<file path="src/rtl/spike_rate_decoder.sv">
`default_nettype none
// ============================================================================
// Module   : spike_rate_decoder
// Purpose  : Converts a single-bit spike stream into a spike-rate value by
//            counting rising edges over a fixed window of WINDOW clock cycles.
//            At each window close the count is latched onto rate_out with a
//            one-cycle rate_valid strobe. Also tracks whether the closing
//            window overflowed the output range and the peak rate seen since
//            reset or clear.
// Ports    : clk        - clock, single domain
//            rst_n      - asynchronous active-low reset
//            ena        - count enable; low freezes window and accumulator
//            clear      - synchronous soft clear of window/acc/peak/saturation
//            spike_in   - spike line, synchronous to clk
//            rate_out   - spike count of the last completed window (clipped)
//            rate_valid - one-cycle strobe, new rate_out present
//            saturated  - last completed window exceeded 2^COUNT_W-1
//            peak_rate  - maximum rate_out since reset or clear
// Revision : 1.0 - initial release
// ============================================================================
module spike_rate_decoder #(
    parameter logic [23:0] WINDOW  = 24'd10_000_000,
    parameter int          COUNT_W = 8
) (
    input  logic               clk,
    input  logic               rst_n,
    input  logic               ena,
    input  logic               clear,
    input  logic               spike_in,
    output logic [COUNT_W-1:0] rate_out,
    output logic               rate_valid,
    output logic               saturated,
    output logic [COUNT_W-1:0] peak_rate
);

    localparam logic [23:0]        c_LAST     = WINDOW - 24'd1;
    // Accumulator ceiling: one past the largest representable rate, so the
    // accumulator can still tell "exactly full" from "overflowed".
    localparam logic [COUNT_W:0]   c_ACC_CAP  = {1'b1, {COUNT_W{1'b0}}};
    localparam logic [COUNT_W-1:0] c_RATE_MAX = {COUNT_W{1'b1}};

    logic               r_spike_d;
    logic [23:0]        r_win_cnt;
    logic [COUNT_W:0]   r_acc;
    logic [COUNT_W-1:0] r_rate;
    logic               r_valid;
    logic               r_sat;
    logic [COUNT_W-1:0] r_peak;

    logic               w_edge;
    logic               w_terminal;
    logic [COUNT_W:0]   w_sum;
    logic               w_over;
    logic [COUNT_W-1:0] w_clip;
    logic [COUNT_W-1:0] w_peak_next;

    assign w_edge     = spike_in & ~r_spike_d;
    assign w_terminal = ena && (r_win_cnt == c_LAST);

    // Includes the current-cycle edge so an edge on the terminal cycle is
    // credited to the closing window. Cannot wrap: max is c_ACC_CAP + 1.
    assign w_sum       = r_acc + {{COUNT_W{1'b0}}, w_edge};
    assign w_over      = (w_sum >= c_ACC_CAP);
    assign w_clip      = w_over ? c_RATE_MAX : w_sum[COUNT_W-1:0];
    assign w_peak_next = (w_clip > r_peak) ? w_clip : r_peak;

    // Edge-detect history runs every cycle, independent of ena and clear,
    // so a spike already high when counting resumes is not seen as new.
    always_ff @(posedge clk or negedge rst_n) begin
        if (!rst_n) begin
            r_spike_d <= 1'b0;
        end else begin
            r_spike_d <= spike_in;
        end
    end

    always_ff @(posedge clk or negedge rst_n) begin
        if (!rst_n) begin
            r_win_cnt <= 24'd0;
            r_acc     <= '0;
            r_rate    <= '0;
            r_valid   <= 1'b0;
            r_sat     <= 1'b0;
            r_peak    <= '0;
        end else begin
            r_valid <= 1'b0;
            if (clear) begin
                // Clear wins over a coincident terminal cycle; rate_out is
                // intentionally left holding its last value.
                r_win_cnt <= 24'd0;
                r_acc     <= '0;
                r_sat     <= 1'b0;
                r_peak    <= '0;
            end else if (ena) begin
                if (w_terminal) begin
                    r_rate    <= w_clip;
                    r_sat     <= w_over;
                    r_peak    <= w_peak_next;
                    r_valid   <= 1'b1;
                    r_acc     <= '0;
                    r_win_cnt <= 24'd0;
                end else begin
                    r_win_cnt <= r_win_cnt + 24'd1;
                    r_acc     <= w_over ? c_ACC_CAP : w_sum;
                end
            end
        end
    end

    assign rate_out   = r_rate;
    assign rate_valid = r_valid;
    assign saturated  = r_sat;
    assign peak_rate  = r_peak;

endmodule
`default_nettype wire

</file>
<file path="config.mk">
export PLATFORM = sky130hd
export DESIGN_NAME = spike_rate_decoder
export DESIGN_NICKNAME = d
export VERILOG_FILES = /design/src/rtl/spike_rate_decoder.sv
export SDC_FILE = /design/constraint.sdc
export NUM_CORES = 1
export LEC_CHECK = 0
export BUFFER_PORTS_ARGS = -buffer_cell sky130_fd_sc_hd__buf_4
export CORE_MARGIN = 2
export CORE_UTILIZATION = 32
export DETAILED_ROUTE_END_ITERATION = 16
export PLACE_DENSITY_LB_ADDON = 0.1
export SLEW_MARGIN = 15
export SYNTH_ARGS = -nofsm -noshare
export SYNTH_HDL_FRONTEND = slang
export SYNTH_SLANG_ARGS = --single-unit
</file>
<file path="constraint.sdc">
create_clock -name clk -period 6.81 [get_ports clk]
set_clock_uncertainty 0.2 [all_clocks]
set_input_delay 0.3405 -clock clk [delete_from_list [all_inputs] [get_ports clk]]
set_output_delay 0.3405 -clock clk [all_outputs]
set_load 0.02 [all_outputs]
</file>
-- Yosys cells after proc, flatten, opt, wreduce, memory -nomap -nowiden
Cells that the tools add are included.
- register bits after elaboration: 52
- input bits: 5
- output and inout port bits: 18
- word-level logic and storage cells: 40
- add/sub/neg operators: 2
- $lt $le $gt $ge: 2
- equality and inequality tests: 1
- mux-type cells: 18
- bitwise gates (word level): 3
- reductions and logical operators: 7
- operators by type and width (kind ; count):
    $mux W24 ; 3
    $mux W8 ; 5
    $mux W9 ; 4
    $add A24 B1 Y24 const B ; 1
    $eq A24 B24 Y1 const B ; 1
    $add A9 B1 Y9 ; 1
    $ge A9 B9 Y1 const B ; 1
    $gt A8 B8 Y1 ; 1
    $mux W1 ; 6
    $reduce_and A3 Y1 ; 2
    $reduce_bool A2 Y1 ; 3
    $not A1 Y1 ; 2
    $reduce_and A2 Y1 ; 1
    $and A1 B1 Y1 ; 1
    $logic_and A1 B1 Y1 ; 1

-- Depth between registers and ports, before layout
- depth after elaboration: 10
- mapped depth: 14
- mapped depth without buffers: 13

-- Worst setup path after synthesis
Ideal clock, no wire load.
- kind: input -> register
- start: in spike_in
- end: reg r_peak[0], in the netlist peak_rate[0]
- library setup time: 0.079 ns
- data arrival time: 3.120 ns
- data required time: 6.531 ns
- setup slack: 3.411 ns
- stages: 14
- buffers on the path: 1
- path through: nor2b_1 -> ha_1 -> ha_1 -> nand4_1 -> o21ai_1 -> and2_1 -> buf_2 -> nand2b_1 -> ha_1 -> nand2b_1 -> a21oi_1 -> o21ai_0 -> a221oi_4 -> mux2i_1
- elaborated cells on any way between the ends: 11
- those cells by class: add/sub: 1; order compare: 2; mux: 5; bitwise: 1; reduce/logical: 2
- RTL lines (item ; RTL line ; RTL):
    start, declared ; 29 ; input logic spike_in,
    $and A1 B1 Y1 * ; 57 ; assign w_edge = spike_in & ~r_spike_d;
    $add A9 B1 Y9 * ; 62 ; assign w_sum = r_acc + {{COUNT_W{1'b0}}, w_edge};
    $ge A9 B9 Y1 ; 63 ; assign w_over = (w_sum >= c_ACC_CAP);
    $mux W8 * ; 64 ; assign w_clip = w_over ? c_RATE_MAX : w_sum[COUNT_W-1:0];
    named net w_clip[1] ; 54 ; logic [COUNT_W-1:0] w_clip;
    $gt A8 B8 Y1 * ; 65 ; assign w_peak_next = (w_clip > r_peak) ? w_clip : r_peak;
    $reduce_bool A2 Y1 (no line) * ; -- ;
    $reduce_and A3 Y1 (no line) * ; -- ;
    end signal, assigned ; 98 ; r_peak <= w_peak_next;
    end, declared ; 48 ; logic [COUNT_W-1:0] r_peak;
Mark *: on every way through the listed nets, which the timed path passes. The rest lies on a longest branch. The select of a mux whose other input is x is not followed.
A chain may end at the register's enable or synchronous reset.

-- Worst setup path in the final report
Same ends and word-level chain as after synthesis.

==> impl_metrics.ini <==
[run_status]
status = finished clean

[grt]
grt_pass1_vias = 2322
antenna_found_initial = 0
grt_max_degree = 53
overflow = 0
grt_first_pass_wirelength_mm = 12.0
grt.total_usage = 0.147

[logic_synthesis]
ys_top_cells_by_area = dfrtp_1 42%, nand2b_1 5.7%, nor2_1 5.6%
yosys.cell_types.count = 50
synth_edf_count = 0
synth_area_sq_mm = 0.00308
synth_nets = 341
syn_avg_cell_area_sq_um = 9.47
yosysMostFrequentCell = dfrtp_1
synth-main-ff-cell = dfrtp_1
yosysSeqAreaShare = 0.423
ys_ff_latch = 52
async_reset_ff_frac = 1.00
ys.warnings.count = 0
synth_top_cell_area_share = 0.423
yosysTopAreaCell = dfrtp_1
syn_inst = 325
synthTopCellsByCount = 52 x dfrtp_1, 46 x nor2_1, 28 x nand2b_1

[sta]
period_share = 0.627
timing.final.ws_setup_ps = 2540
rsz0062_at_grt = false
final-setup-viol-count = 0
clock.fmax_mhz = 234
hold_viol_final = 0
slew_viol_final = 0
tightest_slew_ps = 841
finalSetupTns_ps = 0
slew_headroom = 0.440
period_needed_ps = 4270

[clocking]
clkSinkCount = 52
clk_pin_slew_ps = 110
clock_latency_ps = 310
cts_resized = 0
cts-root-buf = clkbuf_8
htree_levels = 2
clock_path_buffers = 2
cts_buffers = 5
cts_tree = built

[detailed_routing]
wl_mm = 7.05
drt-pass1-iter-count = 6
dr_total_vias = 2322
vias_per_cell = 4.93
drt_first_iter_violations = 72
drc_errors = 0
wl_per_cell_um = 15.0
detail-route-antenna-nets = 0

[placed_design]
gp_congestion = 0.842
hpwl_mm = 4.81
io_buffers = 22
dp.cells = 461
place_ws_ps = 2720

[layout]
final_core_util = 0.374
area_delta_synth_final_pct = 12.8
nets = 357
antenna_cells = 0
stdcell_count = 471
drive_gt1_frac = 0.126
num-fill-cells = 987

[setup_path]
crit_top_cell = ha_1
r2r_start = r_spike_d$_DFF_PN0_
cp-end-kind = flop
cp_top_family = compound AO/OA/AOI/OAI gates
worstSetupPathType = in -> reg
cpMaxStageDelayCell = a221oi_4
setup.worst_path.start = spike_in
critPathLaunchType = input port
max_stage_delay_ps = 620
worstPathRequired_ps = 6840
crit_path_max_fanout = 9
critPathBufInv = 2
worstPathCellList = dlygate4sd3_1 -> buf_4 -> nor2b_1 -> ha_1 -> ha_1 -> nand4_1 -> o21ai_1 -> and2_1 -> nand2b_1 -> ha_1 -> nand2b_1 -> a21oi_1 -> o21ai_0 -> a221oi_4 -> mux2i_1
critPathArrivalTime_ps = 4300

[power]
power_density_mw_per_mm2 = 161
p_leak_nw = 1.47
ir_worst_vdd_v = 0.000109

[die]
initial_core_util = 0.332
die_height_um = 102
die_w_um = 102
ios = 23
std_cell_rows = 35
core_area_sq_mm = 0.00928
dieArea_sq_mm = 0.0104

[job]
drv_cap = 0

[worst_hold_path]
timing.hold.worst.class = in -> reg
hold_start = ena
logic make-up (layout without fill, tap and decap cells):
| kind of cell | Yosys count | count (layout) | synth area share |
|---|---|---|---|
| fa+ha+maj | 11 | 11 | 0.0447 |
| buf+inv | 27 | 44 | 0.0350 |
| compound gates | 34 | 34 | 0.0764 |
| simple gates | 158 | 158 | 0.289 |
| mux | 16 | 16 | 0.0549 |
| flops | 52 | 52 | 0.423 |
| xor+xnor | 27 | 27 | 0.0768 |
stage by stage:
| stage | total power, mW | area (sq um) | hold WS, ps |
|---|---|---|---|
| after floorplan | 0.333 | 3080 | -155 |
| after global placement | 0.344 | 3340 | 240 |
| after detailed placement | 0.345 | 3340 | 242 |
| after CTS | 0.572 | 3470 | 208 |
| after global routing | 0.588 | 3470 | 239 |
| final | 0.558 | 3470 | 224 |
cell type report:
| cell class | count | area (sq um) | share of cell area |
|---|---|---|---|
| clock buffer | 5 | 68.8 | 0.0198 |
| clock inverter | 3 | 42.5 | 0.0122 |
| tap | 129 | 161 | 0.0465 |
| sequential | 52 | 1300 | 0.375 |
| inverter | 12 | 45.0 | 0.0130 |
| timing repair buffer | 24 | 185 | 0.0533 |
| multi-input combinational | 246 | 1670 | 0.481 |
what timing repair did:
action / in CTS / in global routing
endpoints found under the setup margin: 0 / 0
buffers inserted: 0 / 0
hold buffers: 2 / 0
hold endpoints to repair: 53 / 0
path summary, 6_finish.rpt:
path,endpoint,slack [ps],cells past startpoint
hold reg to reg,rate_out[4]$_DFFE_PN0P_,300,1
min in group asynchronous,r_acc[2]$_DFFE_PN0P_,390,2
hold / removal,r_acc[8]$_DFFE_PN0P_,220,3
max in group asynchronous,r_win_cnt[13]$_DFFE_PN0P_,5550,2
setup reg to reg,peak_rate[0]$_DFFE_PN0P_,2830,13
setup / recovery,peak_rate[0]$_DFFE_PN0P_,2540,15
worst register-to-register path: cells and delay by family (launching register included):
family	cells	cell delay [ps]
DFF	1	380
and+or+nand+nor	5	970
AOI/OAI and AO/OA	4	1260
muxes	1	250
adders and majority gates	3	840
power by group:
group	internal [mW]	switching, mW
Combinational	0.00861	0.0182
Clock	0.109	0.111
Sequential	0.310	0.00116
Total	0.428	0.130
routing by layer:
layer | global-route usage | vias up | routed length, um
met2 | 0.250 | 21 | 3560
met5 | 0 | - | 0
li1 | - | 1169 | -
met1 | 0.195 | 1127 | 3290
met4 | 0.0349 | 0 | 52
met3 | 0.0246 | 5 | 148
cell usage in the layout (no fill, tap or decap), types with 6 or more instances in the layout:
master | netlist | final
dfrtp_1 | 52 | 52
nor2_1 | 46 | 46
nand2b_1 | 28 | 28
buf_4 | 0 | 22
xnor2_1 | 16 | 16
nand3_1 | 15 | 15
nand4_1 | 15 | 15
inv_1 | 12 | 12
nand2_1 | 12 | 12
xor2_1 | 11 | 11
ha_1 | 11 | 11
and3_1 | 9 | 9
mux2i_1 | 9 | 9
o21ai_0 | 8 | 8
a21oi_1 | 7 | 7
mux2_2 | 6 | 6
state kept, by name, summed over array words and instances (netlist names):
signal,flops
r_win_cnt,24
r_acc,9
peak_rate,8
rate_out,8
r_spike_d,1
rate_valid,1
saturated,1
Power figures use the tool's default switching activity.
